`config.mk`:
```
export PLATFORM = sky130hd
export DESIGN_NAME = fnd_scan_decoder_flat
export DESIGN_NICKNAME = d
export VERILOG_FILES = /design/src/rtl/fnd_pkg.sv /design/src/rtl/fnd_scan_decoder_if.sv /design/src/rtl/seg7_to_bcd.sv /design/src/rtl/fnd_scan_decoder.sv /design/src/flat_wrapper.sv
export SDC_FILE = /design/constraint.sdc
export NUM_CORES = 1
export LEC_CHECK = 0
export CAP_MARGIN = 20
export CORE_ASPECT_RATIO = 0.5
export CORE_MARGIN = 10
export CORE_UTILIZATION = 55
export DETAILED_ROUTE_END_ITERATION = 8
export DONT_BUFFER_PORTS = 1
export PLACE_DENSITY = 0.7
export SETUP_SLACK_MARGIN = 0.1
export SYNTH_ARGS = -nofsm -noshare
export SYNTH_HDL_FRONTEND = slang
export SYNTH_SLANG_ARGS = --single-unit
```
`constraint.sdc`:
```
create_clock -name clk -period 7.6 [get_ports clk]
set_clock_uncertainty 0.1 [all_clocks]
set_input_delay 1.52 -clock clk [delete_from_list [all_inputs] [get_ports clk]]
set_output_delay 1.52 -clock clk [all_outputs]
set_load 0.005 [all_outputs]
```
`src/rtl/fnd_pkg.sv`:
```
// Shared FND bus constants: segment patterns, digit-common codes and the scan decoder state type.
// The FND driver uses the same encodings.
package fnd_pkg;

    localparam logic [7:0] SEG_0 = 8'hC0;
    localparam logic [7:0] SEG_1 = 8'hF9;
    localparam logic [7:0] SEG_2 = 8'hA4;
    localparam logic [7:0] SEG_3 = 8'hB0;
    localparam logic [7:0] SEG_4 = 8'h99;
    localparam logic [7:0] SEG_5 = 8'h92;
    localparam logic [7:0] SEG_6 = 8'h82;
    localparam logic [7:0] SEG_7 = 8'hF8;
    localparam logic [7:0] SEG_8 = 8'h80;
    localparam logic [7:0] SEG_9 = 8'h90;
    localparam logic [7:0] SEG_A = 8'h88;
    localparam logic [7:0] SEG_B = 8'h83;
    localparam logic [7:0] SEG_C = 8'hC6;
    localparam logic [7:0] SEG_D = 8'hA1;
    localparam logic [7:0] SEG_E = 8'h7F;
    localparam logic [7:0] SEG_F = 8'hFF;

    localparam logic [3:0] COM_D1    = 4'b1110;
    localparam logic [3:0] COM_D10   = 4'b1101;
    localparam logic [3:0] COM_D100  = 4'b1011;
    localparam logic [3:0] COM_D1000 = 4'b0111;
    localparam logic [3:0] COM_BLANK = 4'b1111;

    typedef enum logic [2:0] {StWait, StSettle, StSample, StHold, StFrame} state_t;

    function automatic logic com_is_digit(input logic [3:0] com);
        return (com == COM_D1) || (com == COM_D10) || (com == COM_D100) || (com == COM_D1000);
    endfunction

    function automatic logic [1:0] com_index(input logic [3:0] com);
        logic [1:0] idx;
        idx = 2'd0;
        case (com)
            COM_D10:   idx = 2'd1;
            COM_D100:  idx = 2'd2;
            COM_D1000: idx = 2'd3;
            default:   idx = 2'd0;
        endcase
        return idx;
    endfunction

    // {d1000,d100,d10,d1} BCD -> binary; every term fits in 14 bits
    function automatic logic [13:0] bcd_to_bin(input logic [15:0] d);
        return 14'(d[15:12]) * 14'd1000 + 14'(d[11:8]) * 14'd100
             + 14'(d[7:4]) * 14'd10 + 14'(d[3:0]);
    endfunction

endpackage

```
`src/rtl/fnd_scan_decoder_if.sv`:
```
// FND scan bus plus decoded results; master drives the pins, slave is the decoder.
interface fnd_scan_decoder_if;
    logic [3:0]  fnd_com;
    logic [7:0]  fnd_data;
    logic [15:0] digits;
    logic [13:0] value;
    logic        value_valid;
    logic        frame_done;
    logic        seg_error;
    logic        scan_timeout;

    modport master (
        output fnd_com, fnd_data,
        input  digits, value, value_valid, frame_done, seg_error, scan_timeout
    );

    modport slave (
        input  fnd_com, fnd_data,
        output digits, value, value_valid, frame_done, seg_error, scan_timeout
    );
endinterface

```
`src/rtl/seg7_to_bcd.sv`:
```
// Active-low 7-segment (+dp) pattern to hex nibble; flags unknown patterns.
module seg7_to_bcd
    import fnd_pkg::*;
(
    input  logic [7:0] fnd_data,
    output logic [3:0] bcd,
    output logic       known,
    output logic       is_decimal
);

    always_comb begin
        bcd   = 4'h0;
        known = 1'b1;
        unique case (fnd_data)
            SEG_0:   bcd = 4'h0;
            SEG_1:   bcd = 4'h1;
            SEG_2:   bcd = 4'h2;
            SEG_3:   bcd = 4'h3;
            SEG_4:   bcd = 4'h4;
            SEG_5:   bcd = 4'h5;
            SEG_6:   bcd = 4'h6;
            SEG_7:   bcd = 4'h7;
            SEG_8:   bcd = 4'h8;
            SEG_9:   bcd = 4'h9;
            SEG_A:   bcd = 4'hA;
            SEG_B:   bcd = 4'hB;
            SEG_C:   bcd = 4'hC;
            SEG_D:   bcd = 4'hD;
            SEG_E:   bcd = 4'hE;
            SEG_F:   bcd = 4'hF;
            default: known = 1'b0;
        endcase
        is_decimal = known && (bcd <= 4'd9);
    end

endmodule

```
`src/rtl/fnd_scan_decoder.sv`:
```
// Monitors a multiplexed 4-digit FND bus and rebuilds the shown digits and their decimal value.
// One sample per settled digit dwell; a frame completes once all four positions are captured.
module fnd_scan_decoder
    import fnd_pkg::*;
#(
    parameter int unsigned SETTLE_CYCLES  = 16,
    parameter int unsigned TIMEOUT_CYCLES = 500_000
) (
    input logic              clk,
    input logic              reset,
    fnd_scan_decoder_if.slave bus
);

    localparam int unsigned SW = $clog2(SETTLE_CYCLES);
    localparam int unsigned TW = $clog2(TIMEOUT_CYCLES + 1);
    localparam logic [SW-1:0] SETTLE_LAST = SW'(SETTLE_CYCLES - 1);
    localparam logic [TW-1:0] TO_LAST     = TW'(TIMEOUT_CYCLES - 1);
    localparam logic [TW-1:0] TO_MAX      = TW'(TIMEOUT_CYCLES);

    state_t           state_q, state_d;
    logic [3:0]       com_q, com_l;
    logic [7:0]       data_q;
    logic [3:0]       cur_com_q, cur_com_d;
    logic [7:0]       cur_data_q, cur_data_d;
    logic [SW-1:0]    settle_q, settle_d;
    logic [3:0][3:0]  slot_q, slot_d;
    logic [3:0]       mask_q, mask_d;
    logic [15:0]      digits_q, digits_d;
    logic [13:0]      value_q, value_d;
    logic             valid_q, valid_d;
    logic [TW-1:0]    tcnt_q, tcnt_d;
    logic             timeout_q, timeout_d;

    logic [3:0] bcd;
    logic       known, is_decimal;
    logic [1:0] cur_idx;
    logic       com_digit, com_illegal, frame_evt, sample_err, dec_ok;
    logic [3:0] new_mask;

    seg7_to_bcd u_seg7 (
        .fnd_data   (cur_data_q),
        .bcd        (bcd),
        .known      (known),
        .is_decimal (is_decimal)
    );

    assign cur_idx     = com_index(cur_com_q);
    assign com_digit   = com_is_digit(com_q);
    assign com_illegal = !com_digit && (com_q != COM_BLANK);

    always_comb begin
        state_d    = state_q;
        settle_d   = settle_q;
        cur_com_d  = cur_com_q;
        cur_data_d = cur_data_q;
        slot_d     = slot_q;
        mask_d     = mask_q;
        digits_d   = digits_q;
        value_d    = value_q;
        valid_d    = valid_q;
        tcnt_d     = tcnt_q;
        timeout_d  = timeout_q;
        frame_evt  = 1'b0;
        sample_err = 1'b0;
        new_mask   = mask_q;
        dec_ok     = is_decimal;

        unique case (state_q)
            StWait: begin
                if (com_digit) begin
                    state_d    = StSettle;
                    settle_d   = '0;
                    cur_com_d  = com_q;
                    cur_data_d = data_q;
                end
            end
            StSettle: begin
                if (com_q != cur_com_q) begin
                    if (com_digit) begin
                        settle_d   = '0;
                        cur_com_d  = com_q;
                        cur_data_d = data_q;
                    end else begin
                        state_d = StWait;
                    end
                end else if (data_q != cur_data_q) begin
                    settle_d   = '0;
                    cur_data_d = data_q;
                end else if (settle_q == SETTLE_LAST) begin
                    state_d = StSample;
                end else begin
                    settle_d = settle_q + SW'(1);
                end
            end
            StSample: begin
                if (known) begin
                    slot_d[cur_idx]   = bcd;
                    new_mask[cur_idx] = 1'b1;
                end else begin
                    sample_err = 1'b1;
                end
                for (int i = 0; i < 4; i++) begin
                    if (2'(i) != cur_idx && slot_q[i] > 4'd9) dec_ok = 1'b0;
                end
                if (&new_mask) begin
                    frame_evt = 1'b1;
                    state_d   = StFrame;
                    mask_d    = '0;
                    digits_d  = slot_d;
                    valid_d   = dec_ok;
                    if (dec_ok) value_d = bcd_to_bin(slot_d);
                end else begin
                    mask_d  = new_mask;
                    state_d = StHold;
                end
            end
            StHold: begin
                // Only a new com code starts another dwell; data changes are ignored here
                if (com_q != cur_com_q) begin
                    if (com_digit) begin
                        state_d    = StSettle;
                        settle_d   = '0;
                        cur_com_d  = com_q;
                        cur_data_d = data_q;
                    end else begin
                        state_d = StWait;
                    end
                end
            end
            StFrame: state_d = StHold;
            default: state_d = StWait;
        endcase

        // A frame completing in the timeout cycle suppresses the timeout
        if (frame_evt) begin
            tcnt_d    = '0;
            timeout_d = 1'b0;
        end else begin
            if (tcnt_q != TO_MAX) tcnt_d = tcnt_q + TW'(1);
            if (tcnt_q == TO_LAST) begin
                timeout_d = 1'b1;
                valid_d   = 1'b0;
                mask_d    = '0;
            end
        end
    end

    always_ff @(posedge clk or negedge reset) begin
        if (!reset) begin
            state_q    <= StWait;
            com_q      <= COM_BLANK;
            com_l      <= COM_BLANK;
            data_q     <= 8'hFF;
            cur_com_q  <= COM_BLANK;
            cur_data_q <= 8'hFF;
            settle_q   <= '0;
            slot_q     <= '0;
            mask_q     <= '0;
            digits_q   <= '0;
            value_q    <= '0;
            valid_q    <= 1'b0;
            tcnt_q     <= '0;
            timeout_q  <= 1'b0;
        end else begin
            state_q    <= state_d;
            com_q      <= bus.fnd_com;
            com_l      <= com_q;
            data_q     <= bus.fnd_data;
            cur_com_q  <= cur_com_d;
            cur_data_q <= cur_data_d;
            settle_q   <= settle_d;
            slot_q     <= slot_d;
            mask_q     <= mask_d;
            digits_q   <= digits_d;
            value_q    <= value_d;
            valid_q    <= valid_d;
            tcnt_q     <= tcnt_d;
            timeout_q  <= timeout_d;
        end
    end

    assign bus.digits       = digits_q;
    assign bus.value        = value_q;
    assign bus.value_valid  = valid_q;
    assign bus.frame_done   = (state_q == StFrame);
    // Illegal com reported once per appearance, unknown pattern once per sample
    assign bus.seg_error    = ((com_q != com_l) && com_illegal) || sample_err;
    assign bus.scan_timeout = timeout_q;

endmodule

```
`src/flat_wrapper.sv`:
```
// flat-port wrapper written by rule: the top's interface ports become plain ports
module fnd_scan_decoder_flat import fnd_pkg::*;
#(
    parameter int unsigned SETTLE_CYCLES  = 16,
    parameter int unsigned TIMEOUT_CYCLES = 500_000
)
  (clk, reset, bus_fnd_com, bus_fnd_data, bus_digits, bus_value, bus_value_valid, bus_frame_done, bus_seg_error, bus_scan_timeout);
  fnd_scan_decoder_if bus_i ();
  input logic clk;
  input logic reset;
  input wire logic [$bits(bus_i.fnd_com)-1:0] bus_fnd_com;
  input wire logic [$bits(bus_i.fnd_data)-1:0] bus_fnd_data;
  output wire logic [$bits(bus_i.digits)-1:0] bus_digits;
  output wire logic [$bits(bus_i.value)-1:0] bus_value;
  output wire logic [$bits(bus_i.value_valid)-1:0] bus_value_valid;
  output wire logic [$bits(bus_i.frame_done)-1:0] bus_frame_done;
  output wire logic [$bits(bus_i.seg_error)-1:0] bus_seg_error;
  output wire logic [$bits(bus_i.scan_timeout)-1:0] bus_scan_timeout;
  assign bus_i.fnd_com = bus_fnd_com;
  assign bus_i.fnd_data = bus_fnd_data;
  assign bus_digits = bus_i.digits;
  assign bus_value = bus_i.value;
  assign bus_value_valid = bus_i.value_valid;
  assign bus_frame_done = bus_i.frame_done;
  assign bus_seg_error = bus_i.seg_error;
  assign bus_scan_timeout = bus_i.scan_timeout;
  fnd_scan_decoder #(.SETTLE_CYCLES(SETTLE_CYCLES), .TIMEOUT_CYCLES(TIMEOUT_CYCLES)) u_core (.clk(clk), .reset(reset), .bus(bus_i));
endmodule
```
* Word level (Yosys, flattened, before mapping)
Index checks and enable logic that the tools add are counted.
** Word-level totals
- Word-level logic and storage cells :: 162
- Output and inout port bits :: 34
- Input port bits :: 14
- Register bits :: 106
** Operators by class
- Eq/ne operators :: 45
- Multiply operators :: 3
- Order comparisons :: 7
- $add $sub $neg :: 5
- Bitwise operators :: 1
- Muxes and demuxes :: 56
- Reduce and logical (&&, ||, !) cells :: 28
** Operators with widths (number)
- equality test 8 bit, second input constant :: 15
- one-hot mux 4 bit (15 select lines) :: 1
- two-way mux 4 bit :: 14
- two-way mux 19 bit :: 2
- two-way mux 16 bit :: 2
- two-way mux 8 bit :: 4
- equality test 4 bit, second input constant :: 6
- one-hot mux 8 bit (3 select lines) :: 1
- two-way mux 3 bit :: 7
- adder 19 x 1 -> 19 bit, second input constant :: 1
- equality test 19 bit, second input constant :: 1
- != test 19 bit, second input constant :: 1
- two-way mux 1 bit :: 18
- bitwise mux 16 bit :: 1
- > comparator 4 bit, second input constant :: 4
- OR reduction 16 bit :: 1
- one-hot mux 3 bit (5 select lines) :: 1
- adder 14 x 11 -> 14 bit :: 1
- adder 14 x 4 -> 14 bit :: 1
- adder 14 x 8 -> 14 bit :: 1
- one-hot mux 4 bit (3 select lines) :: 1
- multiplier 4 x 7 -> 11 bit, second input constant :: 1
- AND reduction 5 bit :: 2
- multiplier 4 x 5 -> 9 bit, second input constant :: 1
- 36 further kinds :: 57

* Longest topological paths before layout
Gate-level depths: netlist of run 1.
- Depth after elaboration :: 14
- Depth in mapped cells :: 26

* Hierarchy
Synthesis of run 1 repeated with hierarchy kept, for this count alone.
** Unflattened totals
- Cells, all modules :: 660
- Area, all modules :: 6850.3 um^2
** Modules (own cells, without submodules)
- fnd_scan_decoder :: area an instance 6446.2 um^2, cells each 602, times used 1, sequential area each 2687.6 um^2
- seg7_to_bcd :: area an instance 404.1 um^2, cells each 58, times used 1, sequential area each 0.0 um^2

* Worst setup path before layout of run 1
No wires, ideal clock.
- Kind :: register to register
- From :: register u_core.cur_data_q[0]
- To :: register u_core.value_q[13], in the netlist u_core.bus.value[13]
- Setup slack :: 1504 ps
- Buffers on the path :: 1
- Stages on the path, launching flop included :: 24
- Data required time :: 7375 ps
- Period minus slack after synthesis :: 6096 ps
- Arrival time :: 5872 ps
- Cell sequence :: dfstp_2 -> buf_2 -> nor3b_1 -> a32oi_1 -> nand3_2 -> o31ai_2 -> mux2i_1 -> fa_1 -> fa_1 -> inv_1 -> ha_1 -> nor2b_1 -> o21ai_0 -> nand2b_1 -> xnor2_1 -> ha_1 -> ha_1 -> ha_1 -> or3_1 -> o21ai_0 -> a21oi_1 -> a31oi_1 -> xnor2_1 -> mux2_2
** Between the ends
- Longest elaborated chain between the ends :: 10
- Elaborated cells between the ends (all ways) :: 38
- Classes of those cells :: add/sub (3); mul (3); order compare (1); eq/ne (16); mux (12); reduce/logical (3)
** RTL lines
- start, declared :: RTL line fnd_scan_decoder.sv:24 : logic [7:0] cur_data_q, cur_data_d;
- start signal, assigned :: RTL line fnd_scan_decoder.sv:170 : cur_data_q <= cur_data_d;
- parallel branches: the longest is 10 deep, another holds adder 14 x 11 -> 14 bit
- end signal, assigned :: RTL line fnd_scan_decoder.sv:175 : value_q <= value_d;
- end, declared :: RTL line fnd_scan_decoder.sv:29 : logic [13:0] value_q, value_d;
Several ways; the timed one is not identified. The select of a mux whose other input is x is not followed.
A chain may end at the register's enable or synchronous reset.

* Worst setup path in the final report of run 1
- From :: register u_core.cur_data_q[7]
- To :: register u_core.value_q[13], in the netlist u_core.bus.value[13]
The elaborated chain is that of the path after synthesis.

==> metrics.md, run 1 <==
| Metric | Value |
|---|---|
| Status | finished clean |
| Total number of placement rows | 28 |
| Worst Hold Endpoint | u_core.com_l[0] |
| Post-Route WL | 13390 um |
| Period utilization | roughly nine tenths |
| Summed area of non-filler cells in the final layout | 7224 sq um |
| Number of buffers added on ports | 0 |
| Slew of the pin with the lowest slew margin | ~0.82 ns |
| Largest stage delay on the critical path | 0.64 ns |
| CP Launch Type | register |
| Global route total overflow | 0 |
| Total die area | 17480 sq um |
| Post-CTS clock slew at the launch and capture registers of the worst setup and hold paths | 0.08 ns |
| Synth Warn # | 0 |
| Most frequently used cell type in the post-synthesis netlist | sky130_fd_sc_hd__dfrtp_1 |
| Worst Hold Margin | 0.3162 ns |
| Clock Power Share | between 30% and 40% |
| Die extent in x | 177.3 um |
| Final GP Congestion | 0.8702 |
| HP Start | u_core.com_q[0] |
| Post-synth ARST share | 100.0% |
| Cell depth of the worst hold path | 0 |
| Total number of H-tree levels | 3 |
| Leakage | 3.569 nW |
| Setup_tns | 0 ns |
| Setup slack, reg-to-reg | 0.67 ns |
| RSZ-0062 raised after global routing | no |
| Via count of the first global-routing pass | 4428 |
| Crit-path max FO | 12 |
| Total power density per cell area | around 180 nW/um^2 |
| Routed length per placed instance | 16.03 um |
| Total power of the final layout | 1.285 mW |
| Overall Global Routing Usage | 15.29% |
| TritonCTS clock tree | yes |
| Met1 track demand over resource in global routing | 21.17% |
| Initial Utilization | 56.92% |
| Comb power frac | roughly 13% |
| Storage cell area | around 2700 sq um |
| Cell-internal power | 0.9176 mW |
| Endpoint required time on the critical path | 7.74 ns |
| Start of the worst register-to-register path | u_core.cur_data_q[7] |
| Count of hold buffers inserted by post-cts repair | 0 |
| Reported max-cap violation count | 0 |
| Vert. Die Dim | 98.63 um |
| Post-synth net total | 756 |
| Area of the multi-input gates | between 3000 and 4000 sq um |
| Synthesis-to-layout area growth | 6.237% |
| DRT Pass-1 Iters | 4 |
| Total count of hold-check failures in the final report | 0 |
| Total cell area at the placement stage | 6933 sq um |
| Cell count after synthesis | around 670 |
| Most Crowded Layer GR | met2 |
| Net switching fraction of the power | 28.58% |
| Most used standard cells in the synthesized netlist | sky130_fd_sc_hd__dfrtp_1 (78), sky130_fd_sc_hd__nand2_1 (62), sky130_fd_sc_hd__ha_1 (54), sky130_fd_sc_hd__nor2_1 (50), sky130_fd_sc_hd__inv_1 (49) |
| Fin nets | 750 |
| Number of DRC markers after the initial detailed-route iteration | 311 |
| Final-report max-slew violation count | 0 |
| Sequential element share of the synthesized area | 39.52% |
| Inserted Diodes | 0 |
| Total clock buffers created by CTS | 9 |
| Crit path top cell by count | sky130_fd_sc_hd__ha_1 |
| Crit path capture type | register |
| Filler cell count in the final layout | 977 |
| Switching component of the power | roughly 0.37 mW |
| Clock root buffer | sky130_fd_sc_hd__clkbuf_16 |
| Largest cells by area after synthesis | sky130_fd_sc_hd__dfrtp_1 (29%), sky130_fd_sc_hd__dfstp_2 (11%), sky130_fd_sc_hd__ha_1 (9.9%), sky130_fd_sc_hd__fa_1 (5.0%), sky130_fd_sc_hd__xnor2_1 (4.6%) |
| Number of enable flip-flop cells after synthesis | 0 |
| Fraction of final layout cells with drive strength greater than 1 | around 14% |
| Average footprint of a synthesized cell | 10.13 sq um |
| Met2 track demand over resource in global routing | 23.53% |
| Global-route met3 utilization | roughly 4.1% |
| Post-Syn Area | 6800 sq um |
| Power share of the sequential group | 51.8% |
| Number of remaining DRC errors | 0 |
| Library cells used by synthesis | 66 |
| Fmax | between 0.1 and 0.15 GHz |
| Post-synthesis sequential element count | 106 |
| Critical path arrival | 7.06 ns |
| Antenna violation net count after detailed routing | 0 |
| PostCTS Resize Cnt | 0 |
| Mean number of vias per cell | 5.575 |
| Worst-path cell with the longest stage delay | sky130_fd_sc_hd__dfstp_2 |
| Critical path class | reg2reg |
| Setup violation total in the final timing report | 0 |
| Most used DFF post-synth | sky130_fd_sc_hd__dfrtp_1 |
| Core Box Area | roughly 12000 sq um |
| Maximum number of buffers from clock root to sink | 2 |
| Reg2reg path depth | 22 |
| Worst supply voltage drop on vdd | 117.7 uV |
| End of the worst register-to-register path | u_core.bus.value[13] |
| Worst skew pair latency | 0.35 ns |
| Critical path, cell by cell | or4b_1 > o21bai_1 > nand3_2 > or3_1 > nand2_1 > o21ai_0 > ha_1 > ha_1 > inv_1 > fa_1 > fa_1 > inv_1 > ha_1 > ha_1 > nor2b_1 > o21ai_0 > a21boi_0 > o21ai_0 > a21oi_1 > a31oi_1 > xnor2_1 > mux2_2 |
| Placed wire-length estimate | roughly 9900 um |
| Antenna violations before repair | 0 |
| Ports | 48 |
| Post-synth top area share | around 29% |
| First-pass GRT wire length | ~22000 um |
| Hold/Removal Path Class | reg2reg |
| Normalized max-slew margin | 45.60% |
| Num Clock Sinks | 106 |
| Biggest area consumer among synthesized cells | sky130_fd_sc_hd__dfrtp_1 |
| Total vias in the final route | 4655 |
| Final critical delay including setup and external delays | between 6 and 7 ns |
| Post-CTS setup buffer count | 0 |
| Maximum number of pins on one net before global-route repair | 107 |
-- through the flow --
stage / instances / utilization, % / setup WS, ns
after detailed placement: 818 / 58.03 / 0.6644
after global placement: 818 / 58.03 / 0.7362
after CTS: 834 / 60.43 / 0.6368
final: 835 / 60.47 / 0.6750
after global routing: 835 / 60.47 / 0.2318
after floorplan: 671 / - / 1.504
-- flip-flops by register name, summed over array words and instances (netlist names) --
name and cells:
u_core.bus.value_valid 1, u_core.bus.digits 16, u_core.mask_q 4, u_core.com_l 4
u_core.bus.value 14, u_core.slot_q 16, u_core.settle_q 4, u_core.cur_data_q 8
u_core.state_q 3, u_core.bus.scan_timeout 1, u_core.data_q 8, u_core.tcnt_q 19
u_core.cur_com_q 4, u_core.com_q 4
-- cells in the final DEF, fill, tap and decap left out, types with 3 or more instances in the layout --
cell	n
sky130_fd_sc_hd__clkbuf_16	9
sky130_fd_sc_hd__nand2b_1	12
sky130_fd_sc_hd__o311ai_0	4
sky130_fd_sc_hd__xnor2_1	36
sky130_fd_sc_hd__mux2_2	25
sky130_fd_sc_hd__nand2_1	62
sky130_fd_sc_hd__a21oi_1	21
sky130_fd_sc_hd__or3_1	4
sky130_fd_sc_hd__a31oi_1	5
sky130_fd_sc_hd__a211oi_1	3
sky130_fd_sc_hd__nor4bb_1	4
sky130_fd_sc_hd__inv_1	49
sky130_fd_sc_hd__nor4_1	3
sky130_fd_sc_hd__nand3_1	16
sky130_fd_sc_hd__a21o_1	8
sky130_fd_sc_hd__nor2b_1	10
sky130_fd_sc_hd__nor3b_1	4
sky130_fd_sc_hd__a22o_1	9
sky130_fd_sc_hd__mux2i_1	9
sky130_fd_sc_hd__o21ai_0	38
sky130_fd_sc_hd__and3_1	6
sky130_fd_sc_hd__dfstp_2	28
sky130_fd_sc_hd__xor2_1	17
sky130_fd_sc_hd__nand4_1	11
sky130_fd_sc_hd__or4_1	4
sky130_fd_sc_hd__or2_2	3
sky130_fd_sc_hd__nor2_1	50
sky130_fd_sc_hd__nor3_1	7
sky130_fd_sc_hd__ha_1	54
sky130_fd_sc_hd__fa_1	17
sky130_fd_sc_hd__dfrtp_1	78
sky130_fd_sc_hd__mux2_4	8
sky130_fd_sc_hd__buf_4	6
-- logic make-up after synthesis --
family	Yosys count	synth area share [%]
AOI/OAI and AO/OA	113	10.76
xor gates and xnor gates	53	6.826
adders and majority gates	72	15.09
buffers and inverters	74	4.526
DFF	106	39.52
muxes	42	7.231
and+or+nand+nor	211	16.04
-- power by group through the flow --
stage	clock network [mW]	logic [mW]	registers, mW
3_3_place_gp	0	0.161	0.672
6_report	0.455	0.165	0.665
3_5_place_dp	0	0.163	0.674
5_1_grt	0.484	0.184	0.673
4_1_cts	0.465	0.164	0.664
2_1_floorplan	0	0.180	0.628
-- per-layer routing --
layer / up-vias / routed length, um
li1: 2313 / -
met1: 2265 / 6535
met2: 69 / 6110
met3: 8 / 645
met4: 0 / 98
met5: - / 0
-- layout make-up --
| type | count | area share (%) |
|---|---|---|
| Clock inverter | 7 | 0.8486 |
| Inverter | 50 | 2.615 |
| Tap cell | 165 | 2.858 |
| Multi-Input combinational cell | 491 | 52.67 |
| Sequential cell | 106 | 37.20 |
| Timing Repair Buffer | 7 | 0.6928 |
| Clock buffer | 9 | 3.117 |
-- how the worst max path moves through the flow --
stage | start | to | slack, ns | cells past startpoint
floorplan | u_core.cur_data_q[0] | u_core.bus.value[13] | 1.50 | 23
global placement | u_core.cur_data_q[7] | u_core.bus.value[13] | 0.74 | 22
detailed placement | u_core.cur_data_q[7] | u_core.bus.value[13] | 0.66 | 22
CTS | u_core.cur_data_q[7] | u_core.bus.value[13] | 0.64 | 22
global route | u_core.cur_data_q[7] | u_core.bus.value[13] | 0.23 | 22
finish | u_core.cur_data_q[7] | u_core.bus.value[13] | 0.67 | 22
-- critical path, delay by kind of cell (launching register included) --
kind            cells  cell delay, ns
xor+xnor            1            0.08
simple gates        5            1.59
mux                 1            0.26
buf+inv             2            0.12
compound gates      7            1.84
flops               1            0.64
fa+ha+maj           6            2.18
No activity file was read; power rests on OpenSTA's default activity.
==> run 2: changes to the inputs <==
--- a/config.mk
+++ b/config.mk
@@ -12,6 +12,7 @@
 export DETAILED_ROUTE_END_ITERATION = 8
 export DONT_BUFFER_PORTS = 1
 export PLACE_DENSITY = 0.7
+export RECOVER_POWER = 50
 export SETUP_SLACK_MARGIN = 0.1
 export SYNTH_ARGS = -nofsm -noshare
 export SYNTH_HDL_FRONTEND = slang
==> metrics.md, run 2 (synthesized netlist as in run 1, its figures left out) <==
| Metric | Value |
|---|---|
| RSZ-0062 raised after global routing | no |
| Crit path capture type | register |
| Final GP Congestion | a little under 0.9 |
| Post-Route WL | 13390 um |
| Total number of placement rows | 28 |
| Core Box Area | 11950 sq um |
| Most frequent cells in the layout | sky130_fd_sc_hd__dfrtp_1 (78), sky130_fd_sc_hd__nand2_1 (62), sky130_fd_sc_hd__ha_1 (54) |
| Critical path arrival | 7.06 ns |
| Largest stage delay on the critical path | 0.64 ns |
| HP Start | u_core.com_q[0] |
| Slew of the pin with the lowest slew margin | a little over 0.8 ns |
| Maximum number of buffers from clock root to sink | 2 |
| Vert. Die Dim | between 90 and 100 um |
| PostCTS Resize Cnt | 0 |
| Setup slack, reg-to-reg | 0.67 ns |
| Leakage | 3.563 nW |
| Setup_tns | 0 ns |
| Clock Power Share | a little over a third |
| Start of the worst register-to-register path | u_core.cur_data_q[7] |
| Worst skew pair latency | ~0.35 ns |
| Post-CTS setup buffer count | 0 |
| Reg2reg path depth | 22 |
| CP Launch Type | register |
| First-pass GRT wire length | 22020 um |
| Crit-path max FO | 12 |
| Total vias in the final route | 4646 |
| Fraction of final layout cells with drive strength greater than 1 | 13.28% |
| Crit path top cell by count | sky130_fd_sc_hd__ha_1 |
| Ports | 48 |
| Hold/Removal Path Class | reg2reg |
| Total clock buffers created by CTS | 9 |
| Overall Global Routing Usage | 15.29% |
| Total die area | 17480 sq um |
| Switching component of the power | ~0.37 mW |
| Period utilization | 91.12% |
| Summed area of non-filler cells in the final layout | just over 7000 sq um |
| Comb power frac | 12.8% |
| Num Clock Sinks | 106 |
| Global route total overflow | 0 |
| TritonCTS clock tree | yes |
| Antenna violation net count after detailed routing | 0 |
| Worst Hold Endpoint | u_core.com_l[0] |
| Maximum number of pins on one net before global-route repair | 107 |
| Normalized max-slew margin | 45.60% |
| Critical path, cell by cell | or4b_1 > o21bai_1 > nand3_2 > or3_1 > nand2_1 > o21ai_0 > ha_1 > ha_1 > inv_1 > fa_1 > fa_1 > inv_1 > ha_1 > ha_1 > nor2b_1 > o21ai_0 > a21boi_0 > o21ai_0 > a21oi_1 > a31oi_1 > xnor2_1 > mux2_2 |
| Reported max-cap violation count | 0 |
| Total power density per cell area | between 150 and 200 nW/um^2 |
| Synthesis-to-layout area growth | 6.182% |
| Total count of hold-check failures in the final report | 0 |
| Register containing the most flip-flops in the final layout | u_core.tcnt_q |
| Fin nets | 750 |
| Setup violation total in the final timing report | 0 |
| Count of hold buffers inserted by post-cts repair | 0 |
| Placed wire-length estimate | 9943 um |
| End of the worst register-to-register path | u_core.bus.value[13] |
| Die extent in x | 177.3 um |
| Total cell area at the placement stage | 6933 sq um |
| Status | finished clean |
| Number of remaining DRC errors | 0 |
| Number of buffers added on ports | 0 |
| Worst-path cell with the longest stage delay | sky130_fd_sc_hd__dfstp_2 |
| Cell depth of the worst hold path | 0 |
| Worst supply voltage drop on vdd | 117.7 uV |
| Cell-internal power | 0.9166 mW |
| DRT Pass-1 Iters | 4 |
| Number of flip-flops under the largest register name | 19 |
| Power share of the sequential group | 51.8% |
| Critical path class | reg2reg |
| Total power of the final layout | 1.283 mW |
| Mean number of vias per cell | ~5.6 |
| Initial Utilization | 56.92% |
| Endpoint required time on the critical path | 7.74 ns |
| Inserted Diodes | 0 |
| Final-report max-slew violation count | 0 |
| Number of DRC markers after the initial detailed-route iteration | 311 |
| Net switching fraction of the power | 28.59% |
| Total number of H-tree levels | 3 |
| Most common cell after layout, fill and taps aside | sky130_fd_sc_hd__dfrtp_1 |
| Clock root buffer | sky130_fd_sc_hd__clkbuf_16 |
| Antenna violations before repair | 0 |
| Post-CTS clock slew at the launch and capture registers of the worst setup and hold paths | 0.07 ns |
| Fmax | 0.1444 GHz |
| Final critical delay including setup and external delays | 6.925 ns |
| Routed length per placed instance | approximately 16 um |
| Via count of the first global-routing pass | 4428 |
run 2: cell count changes in the layout (fill, tap and decap cells not counted):
cell	delta
sky130_fd_sc_hd__dfstp_1	+4
sky130_fd_sc_hd__dfstp_2	-4
sky130_fd_sc_hd__buf_4	-1
sky130_fd_sc_hd__clkbuf_1	+1
run 2: metrics by stage:
stage                     utilization, %  std cells  hold slack [ns]  setup WS [ns]
after global placement             58.03        818           0.3050         0.7362
after floorplan                        -        671           0.2533          1.504
after detailed placement           58.03        818           0.3056         0.6644
final                              60.44        835           0.3616         0.6750
after global routing               60.44        835           0.3797         0.2319
after CTS                          60.43        834           0.3164         0.6368
run 2: final cells by class:
class,instances,area [sq um]
fill,977,4726
multi-input combinational,491,3805
clock inverter,7,61.31
inverter,50,188.9
tap,165,206.4
sequential,106,2688
clock buffer,9,225.2
timing repair buffer,7,46.29
run 2: per-layer routing:
layer	vias to the layer above	track usage (%)	part of all wire, %
met2	69	23.53	46
met1	2257	21.17	49
met4	0	3.312	0.73
met3	8	4.075	4.8
met5	-	0	0
li1	2312	-	-
run 2: worst max path at each step:
stage	startpoint	end	slack (ns)	cells past startpoint
final	u_core.cur_data_q[7]	u_core.bus.value[13]	0.67	22
after global routing	u_core.cur_data_q[7]	u_core.bus.value[13]	0.23	22
after CTS	u_core.cur_data_q[7]	u_core.bus.value[13]	0.64	22
after detailed placement	u_core.cur_data_q[7]	u_core.bus.value[13]	0.66	22
after global placement	u_core.cur_data_q[7]	u_core.bus.value[13]	0.74	22
after floorplan	u_core.cur_data_q[0]	u_core.bus.value[13]	1.50	23
run 2: power by group through the flow:
| stage | combinational [mW] | clock (mW) | sequential [mW] |
|---|---|---|---|
| after global placement | 0.161 | 0 | 0.672 |
| after floorplan | 0.180 | 0 | 0.628 |
| after global routing | 0.183 | 0.484 | 0.672 |
| after CTS | 0.164 | 0.465 | 0.664 |
| after detailed placement | 0.163 | 0 | 0.674 |
| final | 0.164 | 0.454 | 0.665 |
run 2: critical path: cells and delay by family (launching register included):
kind	cells	cell delay, ns
flops	1	0.64
xor+xnor	1	0.08
mux	1	0.26
fa+ha+maj	6	2.18
compound gates	7	1.84
buf+inv	2	0.12
simple gates	5	1.59
